### src/rtl/riscv_div_unit.sv
// riscv_div_unit
// Iterative RISC-V M-extension divider (DIV, DIVU, REM, REMU).
// Restoring shift-subtract, one quotient bit per cycle, 32 cycles per
// divide plus a sign-fix cycle. Divide-by-zero and signed overflow skip
// the iteration and produce their architectural results directly.
//
// state | meaning
// IDLE  | waiting for a request, in_ready high
// CALC  | 32 shift-subtract iterations on operand magnitudes
// FIX   | apply result signs, select quotient/remainder into result
// DONE  | result valid, held until the consumer takes it
//
// Ports
//   clk        : system clock, all state changes on rising edge
//   rst        : synchronous active-high reset
//   in_valid   : request present
//   in_ready   : unit can accept a request (IDLE only)
//   op         : 00 DIV, 01 DIVU, 10 REM, 11 REMU
//   dividend   : rs1 operand
//   divisor    : rs2 operand
//   out_valid  : result present (DONE only)
//   out_ready  : consumer accepts result
//   result     : quotient or remainder selected by op
module riscv_div_unit (
    input  logic        clk,
    input  logic        rst,
    input  logic        in_valid,
    output logic        in_ready,
    input  logic [1:0]  op,
    input  logic [31:0] dividend,
    input  logic [31:0] divisor,
    output logic        out_valid,
    input  logic        out_ready,
    output logic [31:0] result
);

    typedef enum logic [1:0] {IDLE, CALC, FIX, DONE} state_t;

    state_t      r_state;
    logic        r_in_ready;
    logic        r_out_valid;
    logic [31:0] r_result;
    logic [1:0]  r_op;
    logic [31:0] r_divisor;
    logic [31:0] r_quo;
    logic [31:0] r_rem;
    logic        r_q_neg;
    logic        r_r_neg;
    logic [4:0]  r_count;

    logic        w_signed;
    logic        w_a_neg;
    logic        w_b_neg;
    logic [31:0] w_a_mag;
    logic [31:0] w_b_mag;
    logic        w_div_zero;
    logic        w_ovf;
    logic [32:0] w_shift;
    logic [32:0] w_sub;
    logic [31:0] w_quo_fix;
    logic [31:0] w_rem_fix;

    // op[0] clear means a signed operation (DIV, REM).
    assign w_signed   = ~op[0];
    assign w_a_neg    = w_signed & dividend[31];
    assign w_b_neg    = w_signed & divisor[31];
    assign w_a_mag    = w_a_neg ? (32'd0 - dividend) : dividend;
    assign w_b_mag    = w_b_neg ? (32'd0 - divisor) : divisor;
    assign w_div_zero = (divisor == 32'd0);
    assign w_ovf      = w_signed && (dividend == 32'h8000_0000) && (divisor == 32'hFFFF_FFFF);

    // 33-bit partial remainder: shift in the next dividend bit, trial subtract.
    // Bit 32 of the difference is the borrow; the stored remainder is always
    // below the divisor, so it fits back into 32 bits.
    assign w_shift = {r_rem, r_quo[31]};
    assign w_sub   = w_shift - {1'b0, r_divisor};

    assign w_quo_fix = r_q_neg ? (32'd0 - r_quo) : r_quo;
    assign w_rem_fix = r_r_neg ? (32'd0 - r_rem) : r_rem;

    always_ff @(posedge clk) begin
        if (rst) begin
            r_state     <= IDLE;
            r_in_ready  <= 1'b1;
            r_out_valid <= 1'b0;
            r_result    <= 32'd0;
            r_op        <= 2'd0;
            r_divisor   <= 32'd0;
            r_quo       <= 32'd0;
            r_rem       <= 32'd0;
            r_q_neg     <= 1'b0;
            r_r_neg     <= 1'b0;
            r_count     <= 5'd0;
        end else begin
            case (r_state)
                IDLE: begin
                    if (in_valid) begin
                        r_in_ready <= 1'b0;
                        if (w_div_zero) begin
                            r_result    <= op[1] ? dividend : 32'hFFFF_FFFF;
                            r_out_valid <= 1'b1;
                            r_state     <= DONE;
                        end else if (w_ovf) begin
                            r_result    <= op[1] ? 32'd0 : 32'h8000_0000;
                            r_out_valid <= 1'b1;
                            r_state     <= DONE;
                        end else begin
                            r_op      <= op;
                            r_quo     <= w_a_mag;
                            r_rem     <= 32'd0;
                            r_divisor <= w_b_mag;
                            r_q_neg   <= w_a_neg ^ w_b_neg;
                            r_r_neg   <= w_a_neg;
                            r_count   <= 5'd31;
                            r_state   <= CALC;
                        end
                    end
                end
                CALC: begin
                    // r_quo doubles as the dividend shift register: its MSB
                    // feeds the remainder while quotient bits enter at the LSB.
                    if (w_sub[32]) begin
                        r_rem <= w_shift[31:0];
                        r_quo <= {r_quo[30:0], 1'b0};
                    end else begin
                        r_rem <= w_sub[31:0];
                        r_quo <= {r_quo[30:0], 1'b1};
                    end
                    if (r_count == 5'd0) begin
                        r_state <= FIX;
                    end else begin
                        r_count <= r_count - 5'd1;
                    end
                end
                FIX: begin
                    r_result    <= r_op[1] ? w_rem_fix : w_quo_fix;
                    r_out_valid <= 1'b1;
                    r_state     <= DONE;
                end
                DONE: begin
                    if (out_ready) begin
                        r_out_valid <= 1'b0;
                        r_in_ready  <= 1'b1;
                        r_state     <= IDLE;
                    end
                end
                default: begin
                    r_state     <= IDLE;
                    r_in_ready  <= 1'b1;
                    r_out_valid <= 1'b0;
                end
            endcase
        end
    end

    assign in_ready  = r_in_ready;
    assign out_valid = r_out_valid;
    assign result    = r_result;

endmodule

### config.mk
export PLATFORM = sky130hd
export DESIGN_NAME = riscv_div_unit
export DESIGN_NICKNAME = d
export VERILOG_FILES = /design/src/rtl/riscv_div_unit.sv
export SDC_FILE = /design/constraint.sdc
export NUM_CORES = 1
export LEC_CHECK = 0
export ABC_AREA = 1
export BUFFER_PORTS_ARGS = -buffer_cell sky130_fd_sc_hd__buf_4
export CELL_PAD_IN_SITES_DETAIL_PLACEMENT = 0
export CELL_PAD_IN_SITES_GLOBAL_PLACEMENT = 1
export CORE_ASPECT_RATIO = 1.75
export CORE_MARGIN = 5
export CORE_UTILIZATION = 42
export DETAILED_ROUTE_END_ITERATION = 8
export PLACE_DENSITY_LB_ADDON = 0.05
export SETUP_SLACK_MARGIN = 0.3
export SLEW_MARGIN = 15
export SYNTH_ARGS = -nofsm -noshare
export SYNTH_HDL_FRONTEND = slang
export SYNTH_SLANG_ARGS = --single-unit
### constraint.sdc
create_clock -name clk -period 3.1 [get_ports clk]
set_input_delay 0.465 -clock clk [delete_from_list [all_inputs] [get_ports clk]]
set_output_delay 0.465 -clock clk [all_outputs]
set_load 0.01 [all_outputs]
# Word level (Yosys, flattened, before mapping)
# Cells that the tools add are included.
# totals
regBits,141
input_bits,70
output_inout_bits,34
word_cells,91
# op_classes
addsub,6
n_eq_ne,12
mux,40
bitwise,6
n_reduce_logical,16
# ops
cell,count
$mux W32,17
$pmux W32 S2,3
$sub A1 B32 Y32 const A,4
$eq A32 B32 Y1 const B,2
$sub A33 B32 Y33,1
$logic_not A32 Y1,1
$mux W5,4
$ne A2 B2 Y1 const B,6
$reduce_and A4 Y1,3
$mux W2,5
$pmux W5 S2,1
$reduce_and A3 Y1,3
$pmux W2 S4,1
$mux W1,7
$reduce_bool A2 Y1,3
$logic_not A5 Y1,1
$reduce_and A5 Y1,1
$sub A5 B1 Y5 const B,1
$eq A2 B2 Y1 const B,2
$ne A3 B3 Y1 const B,1
$not A1 Y1,3
$pmux W1 S3,1
$reduce_bool A3 Y1,1
$and A1 B1 Y1,2
5 further kinds,6

# Logic depth before layout (Yosys ltp)
# Gate-level depths: netlist of run 1.
# depth
depth_word,7
depth_mapped,18
mapped_depth_nobuf,17

# Worst setup path after synthesis of run 1
# OpenSTA, ideal clock, no wires.
# synth_path
path_type,reg-to-reg
start,register r_quo[31]
end,register r_rem[23]
setup_time_ns,0.132
t_arrival_ns,2.052
slack_ns,0.915
stages_incl_launch_ff,17
synth_period_minus_slack_ns,2.185
path_cell_list,dfxtp_1 > inv_1 > ha_1 > fa_1 > inv_1 > nand2_1 > nand2_1 > nand3_1 > nand2_2 > nand2_2 > nand2_2 > nand2_4 > nand3_2 > buf_2 > nand3_1 > nand3_1 > a21oi_1
# synth_between
elab_chain_cells,3
# synth_lines
element,line,rtl
start: declaration,45,logic [31:0] r_quo;
start signal: assignment,109,r_quo <= w_a_mag;
start signal: assignment,124,"r_quo <= {r_quo[30:0], 1'b0};"
start signal: assignment,127,"r_quo <= {r_quo[30:0], 1'b1};"
$sub A33 B32 Y33,76,"assign w_sub = w_shift - {1'b0, r_divisor};"
$mux W32,122,if (w_sub[32]) begin
$pmux W32 S2,95,case (r_state)
end signal: assignment,123,r_rem <= w_shift[31:0];
end signal: assignment,126,r_rem <= w_sub[31:0];
end: declaration,46,logic [31:0] r_rem;
# No other way between the ends.
# A chain may end at the register's enable or synchronous reset.

# Worst setup path after layout of run 1
# layout_path
start,register r_state[0]
end,register r_rem[23]
# layout_between
elab_chain_cells,3
elab_cells_between_ends,8
# layout_lines
element,line,rtl
start: declaration,39,state_t r_state;
start signal: assignment,83,r_state <= IDLE;
start signal: assignment,102,r_state <= DONE;
start signal: assignment,106,r_state <= DONE;
$eq A2 B1 Y1 or $logic_not A2 Y1 (tied branches),95,
$reduce_bool A2 Y1 (no source line) or $ne A2 B2 Y1 (tied branches),-,
$reduce_and A4 Y1 (no source line),-,
# Several ways; a longest one is shown, not always the timed one.

==> key figures, run 1 <==
Finish
  – Most common cell after layout, fill and taps aside: nand2_1
  – Proportion of layout cells with a drive suffix above 1: about a tenth
  – Most frequent cells in the layout: nand2_1, nor2_1, nand3_1
  – Number of antenna cells inserted: 0
  – Post-layout net count: 2486
  – Final cell count without fillers: 2775
  – Post-synthesis to final-layout area growth: 13.4%

Pwr
  – Static power due to leakage: a little over 7 nW
  – PnR Total Power: approximately 10 mW
  – Net switching power figure: 5.15 mW
  – Sequential share of power: around a quarter
  – Worst voltage drop across the vdd grid: around 0.41 mV
  – Pwr dens: just over 700 nW/µm²
  – Clk pwr share: between 20% and 30%
  – Int Pwr: around 5.2 mW
  – Switching Share: around 50%
  – Combinational Power Share: approximately 52%

Worst setup path
  – Cell type with the highest occurrence count on the critical path: inv_1
  – Launch point of the critical path: r_state[0]
  – Count of cells along the worst register-to-register path: 9
  – Instance count on the critical path: 9
  – Startpoint class of the critical path: flip-flop
  – R2r setup slk: between 0.5 and 0.6 ns
  – Category of cells accounting for the largest share of critical-path delay: simple AND/OR/NAND/NOR gates
  – Buf+Inv Stages, Crit Path: 2
  – Source of the worst register-to-register timing path: r_state[0]
  – Termination of the worst setup path: r_rem[23]
  – Cell breakdown of the critical path: inv_1 -> ha_1 -> inv_1 -> nor2_1 -> a21oi_2 -> nand3_2 -> nor2_4 -> nand3_1 -> a21oi_1
  – Critical-path maximum fanout: 32
  – Peak per-stage delay on the critical path: between 0.7 and 0.8 ns
  – RR Endpoint: r_rem[23]
  – Required time of the critical path: about 3.5 ns
  – Worst Path Class, Setup: reg -> reg
  – Kind of end point of the critical path: flip-flop
  – Slowest cell on crit path: nor2_4
  – WP data arrival: between 2 and 3 ns

Timing
  – RSZ-0062 raised after global routing: yes
  – Final critical delay including setup and external delays: between 2 and 3 ns
  – Achievable Freq: between 0.3 and 0.4 GHz
  – Total Negative Setup Slacks: 0 ns
  – Setup Skew: 0.0125 ns
  – Final period utilization: between 80% and 90%
  – Worst hold margin: around 0.30 ns
  – Number of pins exceeding their max-slew limit in the final report: 0
  – Count of endpoints failing hold in the final timing report: 0
  – Max transition margin: ~44%
  – Transition time at the pin with the least slew margin: about 0.83 ns
  – Final setup violation count: 0

Status
  – Status: finished, final reports clean

Routing
  – Drt total wl: approximately 50000 µm
  – Per-cell routed wire length: approximately 18 µm
  – Via count: roughly 15000
  – Number of optimization iterations in the first detailed-route pass: 5
  – Antenna Nets Post-Route: 0
  – Drt drc: 0
  – Drt first-iter violations: approximately 740
  – Average via count per standard cell: roughly 5.3

Clock network
  – Post-CTS Repair Setup Buffers: 0
  – Sinks on Clock Net: 140
  – Buffer type at the clock tree root: clkbuf_16
  – # H-tree levels: 4
  – Maximum buffer depth of the clock tree: 2
  – Clock-pin transition on the worst setup and hold timing paths: roughly 0.070 ns
  – Num CTS Buffers: 17
  – CTS tree: done
  – Worst skew pair latency: around 0.45 ns

Synthesis
  – Cell count after synthesis: roughly 2300
  – Share of synthesized area occupied by flip-flops and latches: a little over a fifth
  – Avg Inst Size Synth: around 5.6 µm²
  – Fraction of synthesis flops using an asynchronous set or reset pin: 0%
  – Nets in the synthesized netlist: about 2400
  – Synthesis-stage register bit count: 140
  – Combined area of all synthesized cells: approximately 13000 µm²
  – Number of enable-type register cells in the synthesized netlist: 0
  – Warnings from Yosys: 0
  – Yosys cell types: between 40 and 50
  – Top_reg_cell synth: dfxtp_1

Global routing
  – First-pass GRT wire length: just under 80000 µm
  – Total global-route track usage: between 20% and 30%
  – Maximum number of pins on one net before global-route repair: 61
  – Initial antenna violation count: 0
  – Vias in the first global route: 14400
  – Overflow left after global routing: 0

Place
  – Routability Congestion: about 0.95
  – PortBufs: around 100
  – Post-DP HPWL: roughly 42000 µm
  – Placed Instances: around 2700

Flow run
  – Maximum capacitance violations: 0

Floorplanning
  – Area inside the core boundary: 30600 µm²
  – Starting Density: around 42%
  – I/O pin cnt: 104
  – Number of rows in the core area: 85
  – Die span in x: around 140 µm
  – Overall die area: around 35000 µm²
  – Die height: about 240 µm

Min path
  – Worst Hold Class: in -> reg
==> power groups by stage <==
stage	Sequential [mW]	Clock (mW)	Combinational, mW
after floorplan	2.66	0	3.75
after global placement	2.78	0	5.36
after detailed placement	2.78	0	5.38
after CTS	2.75	2.23	5.40
after global routing	2.81	2.32	6.02
final	2.76	2.21	5.41
==> worst min path at each step <==
stage / slack (ns) / from / endpoint / cells past startpoint
floorplan: 0.43 / r_divisor[3] / r_divisor[3] / 2
global placement: 0.45 / r_count[1] / r_count[1] / 2
detailed placement: 0.46 / r_count[0] / r_count[0] / 2
CTS: 0.28 / divisor[29] / r_divisor[29] / 3
global route: 0.32 / divisor[29] / r_divisor[29] / 3
finish: 0.30 / divisor[29] / r_divisor[29] / 3
==> sequential cells by signal, indices dropped and copies added, names as in the netlist <==
| register | count |
|---|---|
| in_ready | 1 |
| out_valid | 1 |
| r_count | 5 |
| r_divisor | 32 |
| r_op | 1 |
| r_q_neg | 1 |
| r_quo | 32 |
| r_r_neg | 1 |
| r_rem | 32 |
| r_state | 2 |
| result | 32 |
==> logic make-up (layout without fill, tap and decap cells) <==
kind of cell,after synthesis,count (layout),synth area share (%)
and+or+nand+nor,1300,1300,43.0
buffers and inverters,381,462,11.8
AOI/OAI and AO/OA,378,378,15.3
DFF,140,140,21.6
xor gates and xnor gates,59,59,3.98
adders and majority gates,45,45,4.39
==> worst register-to-register path, cell delays in order, from the launching register on <==
cell and delay, ns:
dfxtp_1 0.39, inv_1 0.10, ha_1 0.28, inv_1 0.16, nor2_1 0.11, a21oi_2 0.13
nand3_2 0.27, nor2_4 0.72, nand3_1 0.18, a21oi_1 0.19
==> cells in the mapped netlist, types with 16 or more instances <==
cell type,instances,area [µm²]
a21oi_1,174,871
buf_2,16,80.1
clkbuf_1,49,184
dfxtp_1,140,2800
ha_1,44,551
inv_1,275,1030
inv_2,19,71.3
nand2_1,629,2360
nand3_1,276,1380
nand3b_1,16,120
nand4_1,34,213
nor2_1,279,1050
nor3_1,18,90.1
o21ai_0,148,741
o21ai_1,22,110
xor2_1,44,385
==> metal layers <==
| metal | GRT usage (%) | wire length (µm) | vias up | part of all wire (%) |
|---|---|---|---|---|
| met4 | 18.4 | 3580 | 0 | 7.0 |
| li1 | - | - | 7567 | - |
| met2 | 55.1 | 27700 | 346 | 54 |
| met5 | 0 | 0 | - | 0 |
| met1 | 29.3 | 18300 | 6711 | 36 |
| met3 | 2.99 | 1410 | 114 | 2.8 |
==> final cells by class <==
cell class | instances | area [µm²]
well taps | 391 | 489
inverters | 297 | 1120
clock inverters | 15 | 195
clock buffers | 17 | 425
flip-flops and latches | 140 | 2800
repair buffers | 133 | 1040
multi-input cells | 1782 | 8660
fillers | 3511 | 15900
==> timing repair <==
item	CTS	global route
cloned	0	0
setup endpoints to repair	32	34
resized for setup	1	6
hold buffers	0	0
==> metrics by stage <==
stage                     utilization, %  instance area (µm²)  setup WS, ns
final                               48.1                14700         0.506
after floorplan                        -                13000         0.915
after detailed placement            46.0                14100         0.274
after global routing                48.1                14700         0.261
after global placement              46.0                14100         0.320
after CTS                           48.0                14700         0.342
No activity file was read; power rests on OpenSTA's default activity.
==> inputs of run 2 (changes only) <==
ABC_AREA = 0   (was 1)
CORE_UTILIZATION = 45   (was 42)
clock period = 2.6 ns   (was 3.1 ns; I/O delays follow)
==> run 2 against run 1 <==
- register-to-register slack got worse by 1.0 ns
- synthesized cell count down 38%
- the flow now finishes with violations (negative setup slack)
- first-iteration DRC count increased by 24%
- total power is 24% higher
- count of clock-buffer cells in the layout increased by 4
- sequential cell count is the same
- worst hold slack lost 0.026 ns
- critical endpoint is now result[23]
- die area is 23% lower
==> key figures, run 2 <==
Synthesis
  – Combined area of all synthesized cells: roughly 11000 µm²
  – Synthesis-stage register bit count: 140
  – Synth area leaders: dfxtp_1, a21oi_1, nand2_1
  – Yosys cell types: between 80 and 90
  – Nets in the synthesized netlist: 1539
  – Avg Inst Size Synth: roughly 7.4 µm²
  – Top-count cell post-synth: nand2_1
  – Top_reg_cell synth: dfxtp_1
  – Number of enable-type register cells in the synthesized netlist: 0
  – Cell count after synthesis: 1424
  – Warnings from Yosys: 0
  – Area fraction of the dominant cell type after synthesis: a little over a quarter
  – Fraction of synthesis flops using an asynchronous set or reset pin: 0%
  – Share of synthesized area occupied by flip-flops and latches: about a quarter
  – Largest area contributor in the netlist: dfxtp_1
  – Leading post-synthesis cells by instance count: nand2_1, dfxtp_1, nor2_1

Place
  – Routability Congestion: ~0.89
  – Placed Instances: 2039
  – PortBufs: 103
  – Pre-CTS worst setup slack: -0.569 ns
  – Placed standard-cell area: 14100 µm²
  – Post-DP HPWL: around 28000 µm

Timing
  – Worst hold margin: 0.271 ns
  – RSZ-0062 raised after global routing: yes
  – Setup Skew: just over 0.01 ns
  – Max transition margin: a little over a third
  – Final critical delay including setup and external delays: around 3.1 ns
  – Achievable Freq: approximately 0.32 GHz
  – Transition time at the pin with the least slew margin: between 0.9 and 1 ns
  – Final setup violation count: 59
  – Number of pins exceeding their max-slew limit in the final report: 0
  – Total Negative Setup Slacks: -16.50 ns
  – Count of endpoints failing hold in the final timing report: 0
  – Final period utilization: 120%
  – Setup slack after layout: -0.516 ns

Finish
  – Post-synthesis to final-layout area growth: 67.1%
  – Number of antenna cells inserted: 0
  – Final standard cell utilization of the core: between 70% and 80%
  – Final cell count without fillers: approximately 2200
  – Proportion of layout cells with a drive suffix above 1: 45.6%
  – Number of fillers in the final layout: 1645
  – Footprint of the flip-flops and latches: 2820 µm²
  – Post-layout net count: about 2000
  – Final std cell area, no fill: ~18000 µm²
  – Multi-input gate area in the final layout: 9170 µm²
  – Most frequent cells in the layout: buf_4, nand2_1, dfxtp_1
  – Most common cell after layout, fill and taps aside: buf_4

Global routing
  – Total global-route track usage: between 30% and 40%
  – Initial antenna violation count: 0
  – Maximum number of pins on one net before global-route repair: 70
  – First-pass GRT wire length: 64200 µm
  – Overflow left after global routing: 0
  – Vias in the first global route: approximately 13000

Clock network
  – Hold Buf Count CTS: 0
  – Buffer type at the clock tree root: clkbuf_16
  – Worst skew pair latency: about 0.47 ns
  – CTS tree: done
  – Clock-pin transition on the worst setup and hold timing paths: ~0.060 ns
  – Num CTS Buffers: 17
  – Maximum buffer depth of the clock tree: 2
  – Sinks on Clock Net: 140
  – # H-tree levels: 4

Pwr
  – PnR Total Power: between 10 and 15 mW
  – Pwr dens: 727 nW/µm²
  – Static power due to leakage: 7.60 nW
  – Worst voltage drop across the vdd grid: 0.710 mV

Worst setup path
  – Required time of the critical path: 2.96 ns
  – Cell breakdown of the critical path: buf_4 -> buf_6 -> or4_4 -> nor4_4 -> buf_4 -> nand3b_1 -> or2_1 -> buf_4 -> buf_6 -> o41ai_4 -> xnor2_2 -> o22ai_1 -> a21oi_1 -> a22o_1
  – WP data arrival: approximately 3.5 ns
  – Kind of end point of the critical path: flip-flop
  – Cell type with the highest occurrence count on the critical path: buf_4
  – Critical-path maximum fanout: 3
  – Slowest cell on crit path: or4_4
  – Peak per-stage delay on the critical path: around 0.54 ns
  – Worst Path Class, Setup: reg -> reg
  – Startpoint class of the critical path: flip-flop

Status
  – Status: complete, but fails checks
  – Failing checks: negative setup slack

Floorplanning
  – Overall die area: between 20000 and 30000 µm²
  – Area inside the core boundary: between 20000 and 25000 µm²
  – I/O pin cnt: between 100 and 150
  – Starting Density: between 40% and 50%
  – Number of rows in the core area: 74
  – Die height: around 210 µm
  – Die span in x: 126 µm

Routing
  – Via count: 12500
  – Drt total wl: between 40000 and 50000 µm
  – Per-cell routed wire length: slightly below 20 µm
  – Drt drc: 0
  – Average via count per standard cell: slightly below 6
  – Number of optimization iterations in the first detailed-route pass: 5
  – Antenna Nets Post-Route: 0
  – Drt first-iter violations: between 900 and 1000

Flow run
  – Maximum capacitance violations: 0

Min path
  – Worst Hold Class: in -> reg
==> run 2: cell types whose count changed in the layout (fill, tap and decap cells not counted), moves of 101 or more <==
cell / delta
a21oi_1: -101
nor2_1: -187
o21ai_0: -101
buf_4: +257
nand3_1: -268
nand2_1: -483
inv_1: -212
==> run 2: final cells by class <==
| class | instances | share of cell area (%) |
|---|---|---|
| Sequential cell | 140 | 15.9 |
| Inverter | 64 | 1.36 |
| Clock buffer | 21 | 2.66 |
| Multi-Input combinational cell | 1140 | 51.9 |
| Tap cell | 304 | 2.15 |
| Clock inverter | 11 | 1.07 |
| Timing Repair Buffer | 476 | 24.9 |
==> run 2: worst paths after layout <==
| path | start | slack (ns) | end | depth (start not counted) |
|---|---|---|---|---|
| worst max-delay path | r_rem[0] | -0.52 | result[23] | 14 |
| worst min-delay path | divisor[25] | 0.27 | r_divisor[25] | 3 |
| worst max register to register | r_rem[0] | -0.52 | result[23] | 14 |
| worst min register to register | result[14] | 0.44 | result[14] | 2 |
==> run 2: timing repair <==
| item | 4_1_cts | 5_1_grt |
|---|---|---|
| gates resized for setup | 266 | 161 |
| setup endpoints to repair | 135 | 138 |
| cloned | 17 | 4 |
| pin swaps | 134 | 121 |
| setup buffers | 51 | 13 |
==> run 2: where the power goes <==
group	switching, mW	total [mW]	leakage (nW)	internal (mW)
sequential	0.317	2.80	1.15	2.48
clock	1.03	2.80	0.319	1.77
combinational	3.81	7.25	6.13	3.44
==> run 2: routing by layer <==
metal,vias to the layer above,wire length (µm),global-route usage [%]
li1,5932,-,-
met1,5963,15000,29.5
met2,406,23200,58.5
met3,165,1800,4.88
met4,0,2860,17.9
met5,-,0,0
==> run 2: logic make-up (layout without fill, tap and decap cells) <==
logic type / after synthesis / in the layout / synth area share [%]
and+or+nand+nor: 477 / 479 / 21.3
DFF: 140 / 140 / 26.5
xor gates and xnor gates: 145 / 145 / 12.0
buffers and inverters: 146 / 572 / 5.46
AOI/OAI and AO/OA: 451 / 451 / 27.4
adders and majority gates: 45 / 45 / 5.39
muxes: 20 / 20 / 1.93
==> run 2: critical path, delay by kind of cell, from the launching register on <==
| kind | cells | cell delay, ns |
|---|---|---|
| AOI/OAI and AO/OA | 4 | 0.69 |
| buffers and inverters | 5 | 0.67 |
| DFF | 1 | 0.32 |
| xor gates and xnor gates | 1 | 0.13 |
| and+or+nand+nor | 4 | 1.20 |
==> inputs of run 3 (changes only) <==
--- a/config.mk
+++ b/config.mk
@@ -11,3 +11,3 @@
 export CELL_PAD_IN_SITES_GLOBAL_PLACEMENT = 1
-export CORE_ASPECT_RATIO = 1.75
+export CORE_ASPECT_RATIO = 0.8
 export CORE_MARGIN = 5
==> constraint.sdc (replaced) <==
create_clock -name clk -period 2.6 [get_ports clk]
set_input_delay 0.52 -clock clk [delete_from_list [all_inputs] [get_ports clk]]
set_output_delay 0.52 -clock clk [all_outputs]
set_load 0.01 [all_outputs]
==> run 3 against run 2 <==
- the flow still finishes with violations (negative setup slack)
- setup slack worse by 0.073 ns
- design area is 1.1% higher
- total power is 0.31% lower
- count of clock-buffer cells in the layout is 4 lower
- core utilization is 0.73 points higher
- clock power is 12% lower
- largest power group unchanged
- combinational power is 4.0% higher
- critical path depth is 3 lower
- first-iteration DRC count is 2.3% lower
- sequential power hardly changed
==> key figures, run 3 (synthesis gave the netlist of run 2 again) <==
Status
  – Status: complete, but fails checks
  – Failing checks: negative setup slack

Worst setup path
  – Required time of the critical path: ~3 ns
  – Slowest cell on crit path: or4_4
  – Peak per-stage delay on the critical path: ~0.44 ns
  – Startpoint class of the critical path: flip-flop
  – Category of cells accounting for the largest share of critical-path delay: simple AND/OR/NAND/NOR gates
  – Worst Path Class, Setup: reg -> reg
  – Cell type with the highest occurrence count on the critical path: or3b_4
  – Critical-path maximum fanout: 4
  – Cell breakdown of the critical path: inv_2 -> ha_4 -> or3b_4 -> or4_4 -> or3b_4 -> or3_4 -> buf_4 -> o31ai_4 -> xor2_1 -> a21oi_1 -> a22o_1
  – Kind of end point of the critical path: flip-flop
  – Source of the worst register-to-register timing path: r_rem[0]
  – Buf+Inv Stages, Crit Path: 2
  – Launch point of the critical path: r_rem[0]
  – WP data arrival: between 3 and 4 ns

Pwr
  – Pwr dens: slightly above 700 nW/µm²
  – PnR Total Power: about 13 mW
  – Worst voltage drop across the vdd grid: approximately 0.53 mV
  – Static power due to leakage: between 7 and 8 nW

Floorplanning
  – Die height: 147 µm
  – Number of rows in the core area: 50
  – I/O pin cnt: 104
  – Starting Density: 45.5%
  – Overall die area: around 27000 µm²
  – Die span in x: around 180 µm
  – Area inside the core boundary: roughly 23000 µm²

Global routing
  – Vias in the first global route: between 10000 and 15000
  – Initial antenna violation count: 0
  – Overflow left after global routing: 0
  – First-pass GRT wire length: 65000 µm
  – Maximum number of pins on one net before global-route repair: 70
  – Total global-route track usage: 30.0%

Timing
  – Final period utilization: 123%
  – Number of pins exceeding their max-slew limit in the final report: 0
  – RSZ-0062 raised after global routing: yes
  – Final critical delay including setup and external delays: 3.19 ns
  – Final setup violation count: around 130
  – Max transition margin: 4.97%
  – Transition time at the pin with the least slew margin: 1.42 ns
  – Setup slack after layout: -0.590 ns
  – Setup Skew: ~0.014 ns
  – Total Negative Setup Slacks: -21.23 ns
  – Achievable Freq: roughly 0.31 GHz
  – Count of endpoints failing hold in the final timing report: 0

Routing
  – Drt drc: 0
  – Detail Route met2 WL: between 15000 and 20000 µm
  – Uppermost signal routing layer after detailed routing: met4
  – Total met3 wirelength after detailed routing: around 2900 µm
  – Per-cell routed wire length: 19.1 µm
  – Drt first-iter violations: roughly 890
  – Via count: about 13000
  – Number of optimization iterations in the first detailed-route pass: 5
  – Metal-1 WL: 19100 µm
  – Drt total wl: ~42000 µm
  – Antenna Nets Post-Route: 0
  – Average via count per standard cell: approximately 5.7

Finish
  – Most common cell after layout, fill and taps aside: buf_4
  – Number of antenna cells inserted: 0
  – Footprint of the flip-flops and latches: roughly 2800 µm²
  – Post-layout net count: between 1500 and 2000
  – Post-synthesis to final-layout area growth: 68.9%
  – Proportion of layout cells with a drive suffix above 1: 46.1%
  – Most frequent cells in the layout: buf_4, nand2_1, dfxtp_1
  – Final cell count without fillers: 2202
  – Number of fillers in the final layout: approximately 1700
  – Multi-input gate area in the final layout: around 9000 µm²

Clock network
  – CTS tree: done
  – Maximum buffer depth of the clock tree: 2
  – # H-tree levels: 4
  – Buffer type at the clock tree root: clkbuf_16
  – Clock-pin transition on the worst setup and hold timing paths: ~0.07 ns
  – Worst skew pair latency: about 0.44 ns
  – Sinks on Clock Net: 140
  – Num CTS Buffers: 17

Place
  – PortBufs: 103
  – Post-DP HPWL: 27600 µm
  – Placed Instances: ~2100
  – Pre-CTS worst setup slack: -0.685 ns
  – Routability Congestion: roughly 0.91

Flow run
  – Maximum capacitance violations: 0

Min path
  – Worst Hold Class: in -> reg
  – Hold path start: out_ready
## run 3: timing repair
| item | CTS | global route |
|---|---|---|
| gates resized for setup | 306 | 145 |
| hold buffers | 0 | 0 |
| pin swaps | 110 | 107 |
| cloned | 19 | 0 |
| setup buffers | 44 | 20 |
| endpoints found under the setup margin | 138 | 138 |
## run 3: worst reg2reg max path, stage by stage, from the launching register on
cell     delay [ns]
dfxtp_2        0.33
inv_2          0.07
ha_4           0.13
or3b_4         0.38
or4_4          0.45
or3b_4         0.43
or3_4          0.39
buf_4          0.16
o31ai_4        0.18
xor2_1         0.25
a21oi_1        0.12
a22o_1         0.19
## run 3: path summary, 6_finish.rpt
| path | endpoint | slack [ns] | cells after the start |
|---|---|---|---|
| worst max register to register | result[22] | -0.59 | 11 |
| worst max-delay path | result[22] | -0.59 | 11 |
| worst min register to register | result[16] | 0.46 | 2 |
| worst min-delay path | in_ready | 0.39 | 3 |
## run 3: metal layers
metal | vias up | global-route usage, %
li1 | 6031 | -
met1 | 6047 | 42.6
met2 | 504 | 47.1
met3 | 78 | 5.35
met4 | 0 | 8.18
met5 | - | 0
## run 3: layout make-up
type	instances	area share, %
Timing Repair Buffer	513	26.0
Tap cell	312	2.18
Multi-Input combinational cell	1141	51.5
Inverter	64	1.36
Sequential cell	140	15.7
Clock buffer	17	2.38
Clock inverter	15	0.847
## run 3: report_power, final
part	switching, mW	internal (mW)	leakage [nW]
Clock	1.05	1.41	0.278
Sequential	0.323	2.49	1.14
Combinational	3.89	3.65	6.21
## run 3: metrics by stage
stage          cell area [µm²]  util (%)  hold WS (ns)
2_1_floorplan            11100         -         0.455
3_3_place_gp             14300      61.6         0.435
3_5_place_dp             14300      61.6         0.442
4_1_cts                  17000      73.2         0.380
5_1_grt                  17900      76.8         0.391
6_report                 17900      76.8         0.393
